## config.mk

```make
export PLATFORM = sky130hd
export DESIGN_NAME = datamem_mmio
export DESIGN_NICKNAME = d
export VERILOG_FILES = /design/src/rtl/datamem_mmio.sv
export SDC_FILE = /design/constraint.sdc
export NUM_CORES = 1
export LEC_CHECK = 0
export ABC_AREA = 0
export CORE_UTILIZATION = 64
export DETAILED_ROUTE_END_ITERATION = 10
export PLACE_DENSITY_LB_ADDON = 0.08
export SYNTH_ARGS = -nofsm -noshare
export SYNTH_HDL_FRONTEND = slang
export SYNTH_SLANG_ARGS = --single-unit
```

## constraint.sdc

```tcl
create_clock -name mem_clk -period 29.4 [get_ports mem_clk]
set_input_delay 8.82 -clock mem_clk [delete_from_list [all_inputs] [get_ports mem_clk]]
set_output_delay 8.82 -clock mem_clk [all_outputs]
set_load 0.01 [all_outputs]
```

## src/rtl/datamem_mmio.sv

```systemverilog
// Data memory with a memory-mapped I/O window: byte-writable RAM, R/W output
// registers, 2-flop synchronised input ports, 1-cycle registered reads.
// Optional change-detect STATUS word enabled by defining DATAMEM_MMIO_STATUS_EN.
module datamem_mmio #(
    parameter int unsigned DM_AW = 5,
    parameter int unsigned N_OUT = 3,
    parameter int unsigned N_IN  = 2
) (
    input  logic                  mem_clk,
    input  logic                  clr,
    input  logic                  req,
    input  logic                  we,
    input  logic [3:0]            be,
    input  logic [31:0]           addr,
    input  logic [31:0]           datain,
    output logic [31:0]           dataout,
    output logic                  rvalid,
    input  logic [N_IN*32-1:0]    in_port,
    output logic [N_OUT*32-1:0]   out_port
);

    localparam int unsigned DEPTH = 1 << DM_AW;

    logic                      io_sel;
    logic [DM_AW-1:0]          w;
    logic                      rd_c;
    logic                      wr_c;
    logic [31:0]               rd_data_c;
    logic [31:0]               ram [DEPTH];
    logic [N_OUT-1:0][31:0]    out_reg;
    logic [N_IN-1:0][31:0]     sync1;
    logic [N_IN-1:0][31:0]     sync2;
    logic                      unused_addr;

    assign io_sel      = addr[DM_AW+2];
    assign w           = addr[DM_AW+1:2];
    assign rd_c        = req & ~we;
    assign wr_c        = req & we;
    assign out_port    = out_reg;
    assign unused_addr = ^{addr[31:DM_AW+3], addr[1:0]};

`ifdef DATAMEM_MMIO_STATUS_EN
    localparam logic [DM_AW-1:0] STATUS_W = DM_AW'(DEPTH - 1);

    logic [N_IN-1:0][31:0]     sync3;
    logic [N_IN-1:0]           status_q;
    logic [N_IN-1:0]           chg_c;
    logic                      stat_rd_c;

    assign stat_rd_c = rd_c & io_sel & (w == STATUS_W);

    // Change detect: synchronised value differs from its previous-cycle copy
    always_comb begin
        chg_c = '0;
        for (int j = 0; j < int'(N_IN); j++) begin
            chg_c[j] = (sync2[j] != sync3[j]);
        end
    end

    // Sticky change flags, cleared by a STATUS read; a new event wins
    always_ff @(posedge mem_clk or posedge clr) begin
        if (clr) begin
            sync3    <= '0;
            status_q <= '0;
        end else begin
            sync3    <= sync2;
            status_q <= (stat_rd_c ? '0 : status_q) | chg_c;
        end
    end
`endif

    // Byte-enabled RAM write; contents are intentionally not reset
    always_ff @(posedge mem_clk) begin
        if (wr_c && !io_sel) begin
            for (int b = 0; b < 4; b++) begin
                if (be[b]) ram[w][8*b +: 8] <= datain[8*b +: 8];
            end
        end
    end

    // Byte-enabled writes to the output registers
    always_ff @(posedge mem_clk or posedge clr) begin
        if (clr) begin
            out_reg <= '0;
        end else if (wr_c && io_sel) begin
            for (int k = 0; k < int'(N_OUT); k++) begin
                if (w == DM_AW'(k)) begin
                    for (int b = 0; b < 4; b++) begin
                        if (be[b]) out_reg[k][8*b +: 8] <= datain[8*b +: 8];
                    end
                end
            end
        end
    end

    // Two-flop synchroniser for the asynchronous input ports
    always_ff @(posedge mem_clk or posedge clr) begin
        if (clr) begin
            sync1 <= '0;
            sync2 <= '0;
        end else begin
            sync1 <= in_port;
            sync2 <= sync1;
        end
    end

    // Read mux; unmapped I/O words read as zero
    always_comb begin
        rd_data_c = '0;
        if (!io_sel) begin
            rd_data_c = ram[w];
        end else begin
            for (int k = 0; k < int'(N_OUT); k++) begin
                if (w == DM_AW'(k)) rd_data_c = out_reg[k];
            end
            for (int j = 0; j < int'(N_IN); j++) begin
                if (w == DM_AW'(N_OUT + j)) rd_data_c = sync2[j];
            end
`ifdef DATAMEM_MMIO_STATUS_EN
            if (w == STATUS_W) rd_data_c = 32'(status_q);
`endif
        end
    end

    // Registered read data; dataout holds between reads
    always_ff @(posedge mem_clk or posedge clr) begin
        if (clr) begin
            dataout <= '0;
            rvalid  <= 1'b0;
        end else begin
            rvalid <= rd_c;
            if (rd_c) dataout <= rd_data_c;
        end
    end

endmodule

```

==> results by group <==
Final layout
  • Share of post-route cells with drive strength above 1: 0.234
  • Commonest non-fill, non-tap cell in the layout: edfxtp_1
  • Nets: 2894
  • Final instance area: 0.0569 mm2
  • Area delta synth->final: 15.7%
  • Commonest cells after routing, fill and taps aside: edfxtp_1 (1024), dfrtp_1 (257), mux4_2 (255)

Critical path
  • Crit. End Element: flip-flop
  • Worst Path Max Fanout: 47
  • CP Data Arrival Time: 13.24 ns
  • Crit Path Category: in2reg
  • Worst Setup Start Kind: primary input
  • Critical Path RT: 29.96 ns

Place
  • Post-DP HPWL: 84.2 mm
  • Placed cell area: 0.0526 mm2
  • RePlAce Congestion: 0.881
  • IO buf count: 238

Detailed routing
  • WL met2: 64.9 mm
  • Avg WL per Cell: 34.4 um
  • Met1 Wirelength: 48.3 mm
  • Max layer used: met5
  • DR iter-0 viols: 3703
  • Remaining DRCs: 0
  • Antenna-violating nets left: 0
  • Met3 wire length: 14.3 mm
  • Pre-Repair DR Iteration Count: 7
  • Post-Route WL: 134 mm
  • Via Count: 26.7k
  • Vias per inst: 6.86

CTS
  • Clk_lat worst skew: 0.72 ns
  • Clk root buf: clkbuf_16
  • Clock Tree Buf Depth: 3
  • Worst-path clk slew: 0.06 ns
  • H-tree depth: 4
  • Resized Gates After CTS: 0
  • Post-CTS Hold Buffers: 0
  • CTS tree: yes
  • CTS buffer count: 130
  • # Post-CTS Setup Buffers: 0
  • Clk sinks: 1281

Job
  • Max cap viols: 0

STA
  • Final setup viols: 0
  • Final Hold Vio Count: 0
  • Setup TNS: 0 ns
  • RSZ-0062 raised after global routing: false
  • Tcrit/Tclk final: 0.431
  • Worst-Margin Slew: 1.38 ns
  • Min Tclk post-route: 12.68 ns
  • Fmax: 78.9 MHz
  • Slew Limit Fails: 0
  • Worst Skew: 0.0169 ns
  • Worst slew margin: 0.0755

GRT
  • Vias in the first global route: 26.8k
  • GRT Total Usage: 0.351
  • Antenna violations before repair: 3
  • Largest net degree at the start of global routing: 107
  • Grt ovf: 0
  • First-pass GRT wire length: 190 mm

Synth
  • Synthesized instance count: 2443
  • Mapped Area: 0.0491 mm2
  • Syn Nets: 2579
  • Ys flop type: edfxtp_1
  • Ys Warns: 0
  • Syn Area/Cell: 20.1 um2
  • Synthesized flop and latch total: 1281
  • Post-synth EDFFs: 1024
  • Yosys cell types: 69
  • Ys async rst share: 0.201
  • Sequential fraction of the synthesis area: 0.757

Run status
  • Status: completed

Power
  • Pwr dens: 68.7 mW/mm2
  • VDD IR-drop max: 0.0663 mV
  • Static Leak: 19.3 nW

Floorplanning
  • Die area: 0.0779 mm2
  • Io pins: 265
  • Die Ht: 279 um
  • Die width: 279 um
  • Core ar.: 0.0759 mm2
  • Row Count: 101
  • Initial Utilization: 0.647

Min path
  • Worst min path class: reg2reg
-- where the power goes --
part,internal [mW],switching [mW]
logic,0.0969,0.142
clock network,0.992,0.674
registers,1.99,0.0163
total,3.07,0.832
-- critical path: stages --
cell	delay, ns
buf_8	0.30
buf_4	0.73
buf_4	0.75
buf_4	0.78
nor3_2	0.10
buf_4	0.23
a221o_1	0.36
a221oi_1	0.87
nor4_1	0.11
-- flip-flops by register name (all words and copies together) (netlist names) --
register	cells
ram	1024
out_port	96
dataout	32
rvalid	1
sync1	64
sync2	64
-- cell usage after synthesis, drive strengths merged (6+ instances only) --
cell       n  area share
a211oi    18      0.0027
a21o       6     0.00092
a21oi     30      0.0031
a221o     10      0.0020
a221oi    28      0.0050
a22oi     19      0.0029
and3       9      0.0011
buf       87       0.013
clkbuf    38      0.0029
dfrtp    257        0.13
edfxtp  1024        0.63
inv        8     0.00061
mux2     123       0.028
mux2i     49       0.010
mux4     261        0.12
nand2     68      0.0053
nand3     16      0.0016
nand4      7     0.00089
nor2     190       0.016
nor2b     17      0.0022
nor3      14      0.0017
o21a       8      0.0012
o21ai     40      0.0041
o221ai    11      0.0020
o22ai     33      0.0042
-- routing by layer --
layer,GRT usage,vias up
met2,0.549,1788
met4,0.160,4
li1,-,10600
met1,0.476,14000
met3,0.0855,341
met5,0,-
-- stage by stage --
step / util / instances / hold WS [ns] / setup WS [ns] / total power, mW
CTS: 0.749 / 3885 / 0.345 / 16.75 / 3.91
floorplan: - / 2443 / 0.331 / 13.51 / 2.15
global placement: 0.692 / 3656 / 0.334 / 16.06 / 2.27
finish: 0.749 / 3887 / 0.347 / 16.72 / 3.91
global route: 0.749 / 3885 / 0.351 / 16.52 / 3.99
detailed placement: 0.692 / 3656 / 0.335 / 16.02 / 2.27
-- cells by family (layout without fill, tap and decap cells) --
logic type | after synthesis | in the layout | share of synthesized area
DFF | 1281 | 1281 | 0.757
muxes | 433 | 433 | 0.158
and+or+nand+nor | 355 | 355 | 0.0341
AOI/OAI and AO/OA | 241 | 241 | 0.0349
buffers and inverters | 133 | 545 | 0.0162
other | 0 | 2 | 0
-- worst paths after layout --
| check | depth (start not counted) | slack, ns | endpoint | start |
|---|---|---|---|---|
| min in group asynchronous | 2 | 8.63 | sync1[34] | clr |
| setup / recovery | 9 | 16.72 | dataout[18] | addr[2] |
| hold reg to reg | 0 | 0.35 | sync2[3] | sync1[3] |
| max in group asynchronous | 4 | 18.31 | out_port[41] | clr |
| setup reg to reg | 4 | 27.10 | dataout[26] | ram[18][26] |
| hold / removal | 0 | 0.35 | sync2[3] | sync1[3] |
-- area by class of cell --
class / instances / area (um2)
diodes: 2 / 5.00
repair buffers: 308 / 2900
clock buffers: 177 / 3740
well taps: 1030 / 1290
inverters: 8 / 37.5
fillers: 4243 / 19100
multi-input cells: 1029 / 11200
flip-flops and latches: 1281 / 37200
clock inverters: 52 / 553
Power figures use the tool's default switching activity.
